File: src/rtl/mdu_pkg.sv
// Shared MDU definitions: funct3 op encodings, multiplier FSM states and Booth digit recoding.
package mdu_pkg;

  localparam int unsigned XLEN = 32;

  typedef enum logic [2:0] {
    OP_MUL    = 3'd0,
    OP_MULH   = 3'd1,
    OP_MULHSU = 3'd2,
    OP_MULHU  = 3'd3,
    OP_DIV    = 3'd4,
    OP_DIVU   = 3'd5,
    OP_REM    = 3'd6,
    OP_REMU   = 3'd7
  } mdu_op_t;

  typedef enum logic [1:0] {
    IDLE = 2'd0,
    RUN  = 2'd1,
    DONE = 2'd2
  } mul_state_t;

  typedef logic signed [2:0] booth_digit_t;

  localparam booth_digit_t BD_ZERO = 3'b000;
  localparam booth_digit_t BD_P1   = 3'b001;
  localparam booth_digit_t BD_P2   = 3'b010;
  localparam booth_digit_t BD_M2   = 3'b110;
  localparam booth_digit_t BD_M1   = 3'b111;

  // Radix-4 Booth recoding of {b1, b0, b-1}.
  function automatic booth_digit_t booth_recode(input logic [2:0] bits);
    booth_digit_t d;
    case (bits)
      3'b001, 3'b010: d = BD_P1;
      3'b011:         d = BD_P2;
      3'b100:         d = BD_M2;
      3'b101, 3'b110: d = BD_M1;
      default:        d = BD_ZERO;
    endcase
    return d;
  endfunction

endpackage

File: src/rtl/booth4_recoder.sv
// Combinational Booth recoder: turns a 3-bit multiplier window into the partial product d*A_ext.
module booth4_recoder
  import mdu_pkg::*;
#(
  parameter int unsigned N = XLEN
) (
  input  logic [2:0]   sel,
  input  logic [N+1:0] a_ext,
  output logic [N+2:0] pp
);

  localparam int unsigned PW = N + 3;

  booth_digit_t  digit;
  logic [PW-1:0] mag;

  always_comb begin
    digit = booth_recode(sel);
    mag   = '0;
    unique case (digit)
      BD_P1, BD_M1: mag = {a_ext[N+1], a_ext};
      BD_P2, BD_M2: mag = {a_ext, 1'b0};
      default:      mag = '0;
    endcase
    // Negative digits negate in two's complement: invert plus one.
    pp = digit[2] ? (~mag + PW'(1)) : mag;
  end

endmodule

File: src/rtl/booth4_mul.sv
// Sequential radix-4 Booth multiplier for RV32IM MUL/MULH/MULHSU/MULHU, two multiplier bits per cycle.
module booth4_mul
  import mdu_pkg::*;
#(
  parameter int unsigned N = XLEN
) (
  input  logic         clk,
  input  logic         rst,
  input  logic         start,
  input  logic [N-1:0] multiplicand,
  input  logic [N-1:0] multiplier,
  input  logic [1:0]   op,
  output logic [N-1:0] out,
  output logic         busy,
  output logic         done
);

  localparam int unsigned EW    = N + 2;
  localparam int unsigned HW    = N + 3;
  localparam int unsigned STEPS = (N + 2) / 2;
  localparam int unsigned CW    = $clog2(STEPS);

  mul_state_t    state, state_nxt;
  mdu_op_t       op_q, op_nxt, op_in;
  logic [EW-1:0] a_q, a_nxt;
  logic [HW-1:0] h_q, h_nxt;
  logic [EW-1:0] l_q, l_nxt;
  logic          q_q, q_nxt;
  logic [CW-1:0] cnt_q, cnt_nxt;
  logic [N-1:0]  out_nxt;
  logic          done_nxt;

  logic [HW-1:0]  pp;
  logic [HW-1:0]  sum;
  logic [2*N-1:0] prod;
  logic           a_signed, b_signed;

  booth4_recoder #(.N(N)) u_recoder (
    .sel   ({l_q[1:0], q_q}),
    .a_ext (a_q),
    .pp    (pp)
  );

  always_ff @(posedge clk) begin
    if (rst) begin
      state <= IDLE;
      op_q  <= OP_MUL;
      a_q   <= '0;
      h_q   <= '0;
      l_q   <= '0;
      q_q   <= 1'b0;
      cnt_q <= '0;
      out   <= '0;
      busy  <= 1'b0;
      done  <= 1'b0;
    end else begin
      state <= state_nxt;
      op_q  <= op_nxt;
      a_q   <= a_nxt;
      h_q   <= h_nxt;
      l_q   <= l_nxt;
      q_q   <= q_nxt;
      cnt_q <= cnt_nxt;
      out   <= out_nxt;
      busy  <= (state_nxt != IDLE);
      done  <= done_nxt;
    end
  end

  always_comb begin
    state_nxt = state;
    op_nxt    = op_q;
    a_nxt     = a_q;
    h_nxt     = h_q;
    l_nxt     = l_q;
    q_nxt     = q_q;
    cnt_nxt   = cnt_q;
    out_nxt   = out;
    done_nxt  = 1'b0;

    op_in    = mdu_op_t'({1'b0, op});
    a_signed = (op_in == OP_MULH) || (op_in == OP_MULHSU);
    b_signed = (op_in == OP_MULH);
    sum      = h_q + pp;
    // Low 2N bits of the {H,L} product; H's top bits only hold sign extension.
    prod     = {h_q[N-3:0], l_q};

    unique case (state)
      IDLE: begin
        if (start) begin
          op_nxt    = op_in;
          a_nxt     = {{2{a_signed & multiplicand[N-1]}}, multiplicand};
          l_nxt     = {{2{b_signed & multiplier[N-1]}}, multiplier};
          h_nxt     = '0;
          q_nxt     = 1'b0;
          cnt_nxt   = '0;
          state_nxt = RUN;
        end
      end
      RUN: begin
        // Accumulate, then arithmetic-shift {H,L,q} right by two.
        h_nxt   = {{2{sum[HW-1]}}, sum[HW-1:2]};
        l_nxt   = {sum[1:0], l_q[EW-1:2]};
        q_nxt   = l_q[1];
        cnt_nxt = cnt_q + CW'(1);
        if (cnt_q == CW'(STEPS - 1)) begin
          state_nxt = DONE;
        end
      end
      DONE: begin
        out_nxt   = (op_q == OP_MUL) ? prod[N-1:0] : prod[2*N-1:N];
        done_nxt  = 1'b1;
        state_nxt = IDLE;
      end
      default: state_nxt = IDLE;
    endcase
  end

endmodule
File: config.mk
export PLATFORM = sky130hd
export DESIGN_NAME = booth4_mul
export DESIGN_NICKNAME = d
export VERILOG_FILES = /design/src/rtl/mdu_pkg.sv /design/src/rtl/booth4_recoder.sv /design/src/rtl/booth4_mul.sv
export SDC_FILE = /design/constraint.sdc
export NUM_CORES = 1
export LEC_CHECK = 0
export ABC_AREA = 1
export ABC_CLOCK_PERIOD_IN_PS = 5700
export BUFFER_PORTS_ARGS = -buffer_cell sky130_fd_sc_hd__clkbuf_2
export CORE_UTILIZATION = 54
export DETAILED_ROUTE_END_ITERATION = 7
export GPL_ROUTABILITY_DRIVEN = 0
export PLACE_DENSITY = 0.81
export REMOVE_ABC_BUFFERS = 1
export SETUP_SLACK_MARGIN = 0.3
export SLEW_MARGIN = 20
export SYNTH_ARGS = -nofsm -noshare
export SYNTH_HDL_FRONTEND = slang
export SYNTH_SLANG_ARGS = --single-unit
export TNS_END_PERCENT = 100
File: constraint.sdc
create_clock -name clk -period 5.7 [get_ports clk]
set_input_delay 0.855 -clock clk [delete_from_list [all_inputs] [get_ports clk]]
set_output_delay 0.855 -clock clk [all_outputs]
set_load 0.005 [all_outputs]
==> flow_summary.json <==
{
  "portBuffers": 102,
  "wl_um": 24200,
  "row_count": 47,
  "avgRoutedWirePerCell_um": 14.5,
  "p_leak_nw": 5.12,
  "yosysMostFrequentCell": "nand2_1",
  "finalHoldViolations": 0,
  "crit_arrival_ns": 4.98,
  "max-vdd-ir-drop_mv": 0.232,
  "cp_max_fo": 33,
  "max-clock-path-buffers": 2,
  "grt_pass1_vias": 8423,
  "n_antenna_cell": 0,
  "grt_pass1_wl_um": 40000,
  "clk_latency_ns": 0.43,
  "cts.sinks": 144,
  "critPathRequiredTime_ns": 5.99,
  "yosysWarnings": 0,
  "worst_pin_slew_ns": 0.751,
  "synthTopCellsByCount": "301 x nand2_1, 151 x inv_1, 144 x dfxtp_1, 144 x nor2_1, 111 x a21oi_1",
  "dr.pass1.iters": 5,
  "core_mm2": 0.0168,
  "setup_tns_ns": 0,
  "drcViolationCount": 0,
  "hold_buffers": 0,
  "rsz0062_at_grt": "false",
  "hold_path.class": "reg -> reg",
  "fin_skew_ns": 0.00820,
  "synth_flop_cell": "dfxtp_1",
  "yosysSeqAreaShare_pct": 30.8,
  "area_growth_syn_to_layout_pct": 13.5,
  "worst-setup-path-type": "reg -> reg",
  "synth_edf_count": 0,
  "period_share_pct": 82.3,
  "cellPowerDensity_mw_per_mm2": 277,
  "status": "finished, final reports clean",
  "grt_overflow": 0,
  "drv_slew": 0,
  "async_flop_share_pct": 0,
  "synth_cell_types": 50,
  "cts_buffers": 17,
  "die_area_mm2": 0.0179,
  "critPathCaptureType": "flip-flop",
  "h-tree-depth": 4,
  "root_buffer": "clkbuf_16",
  "yosys.area.top_type": "dfxtp_1",
  "fmax_mhz": 213,
  "ctsResizeCount": 0,
  "netlist_area_mm2": 0.00935,
  "start_util_pct": 55.8,
  "cts_tree": "done",
  "ant_nets": 0,
  "dp_hpwl_um": 16900,
  "clk_pin_slew_ns": 0.06,
  "io_pins": 103,
  "viasPerCell": 5.49,
  "drive_gt1_share_pct": 16.3,
  "synth-seq-cells": 144,
  "grt_max_degree": 67,
  "crit_path_start_kind": "flip-flop",
  "layout_min_cycle_time_ns": 4.69,
  "fin_util_pct": 63.3,
  "avgSynthCellArea_um2": 6.87,
  "maxCapViolCount": 0,
  "synthCells": 1362,
  "final_nets": 1545,
  "die_y_um": 134,
  "grt_usage_pct": 27.8,
  "setup_viol": 0,
  "first_iter_violations": 637,
  "vias": 9147,
  "die_w_um": 134,
  "synth_area_leaders": "dfxtp_1 31%, nand2_1 12%, inv_1 6.1%",
  "slew_headroom_pct": 49.9,
  "synth_top_area_share_pct": 30.8,
  "antenna_found_initial": 0,
  "post_cts_buffers": 0
}
logic make-up after synthesis:
group	synth area share (%)
AND/OR/NAND/NOR	30.3
AO/OA/AOI/OAI	20.6
buffers and inverters	9.22
flip-flops	30.8
XOR/XNOR	3.09
adder cells (fa/ha/maj)	5.97
state kept, by name (all words and copies together) (netlist names):
register and count:
l_q 34, a_q 33, h_q 33, out 32, cnt_q 5, op_q 2
state 2, busy 1, done 1, q_q 1
cells in the final DEF, fill, tap and decap left out, types with 17 or more instances in the layout:
master,n
xnor2_1,18
o21ai_0,94
inv_1,150
ha_1,43
clkbuf_16,17
o211ai_1,48
clkbuf_2,102
nand3_1,58
a22oi_1,17
a21oi_1,111
nor2_1,141
nand2_1,301
dfxtp_1,144
worst max-delay path, cell delays in order, from the launching register on:
cell     delay (ns)
dfxtp_1        0.39
inv_1          0.10
ha_1           0.30
buf_4          0.31
inv_2          0.24
nand2_1        0.13
o22ai_1        0.09
inv_1          0.10
ha_1           0.21
nand3_4        0.09
nor2_4         0.11
nand2_4        0.08
o31ai_1        0.30
o21ai_0        0.17
xor2_1         0.19
ha_1           0.40
nand2_1        0.11
nor2_1         0.12
inv_1          0.06
o21ai_0        0.23
a21oi_1        0.09
o21ai_0        0.37
nand2_1        0.12
nand2_1        0.08
nand2_1        0.04
nand3_1        0.06
a21oi_1        0.06
metrics by stage:
step / worst slack (ns) / power [mW] / hold WS, ns / instances / area (um^2)
floorplan: 0.414 / 1.56 / 0.439 / 1297 / 9070
global placement: 1.27 / 1.73 / 0.452 / 1633 / 9980
detailed placement: 1.08 / 1.74 / 0.459 / 1633 / 9980
CTS: 1.06 / 2.94 / 0.467 / 1665 / 10600
global route: 0.493 / 3.08 / 0.490 / 1665 / 10600
finish: 1.01 / 2.94 / 0.469 / 1665 / 10600
power by group:
| group | switching [mW] | total (mW) | internal (mW) |
|---|---|---|---|
| Clock | 0.452 | 1.21 | 0.756 |
| Sequential | 0.0444 | 1.10 | 1.06 |
| Combinational | 0.416 | 0.629 | 0.212 |
cell type report:
cell class	count	area, um^2
multi-input combinational	999	5630
clock inverter	13	185
clock buffer	19	453
sequential	144	2880
fill	1529	6140
tap	220	275
timing repair buffer	116	616
inverter	154	578
final timing paths:
| check | from | endpoint | slack (ns) | cells after the start |
|---|---|---|---|---|
| setup / recovery | l_q[0] | h_q[27] | 1.01 | 26 |
| hold / removal | l_q[10] | l_q[10] | 0.47 | 2 |
| setup reg to reg | l_q[0] | h_q[27] | 1.01 | 26 |
| hold reg to reg | l_q[10] | l_q[10] | 0.47 | 2 |
per-layer routing:
metal	vias to the layer above	global-route usage (%)	part of all wire [%]
li1	4666	-	-
met1	4124	36.6	46
met2	316	44.5	46
met3	41	5.67	6.7
met4	0	10.9	2.2
met5	-	0	0
(Power assumes the default switching activity.)
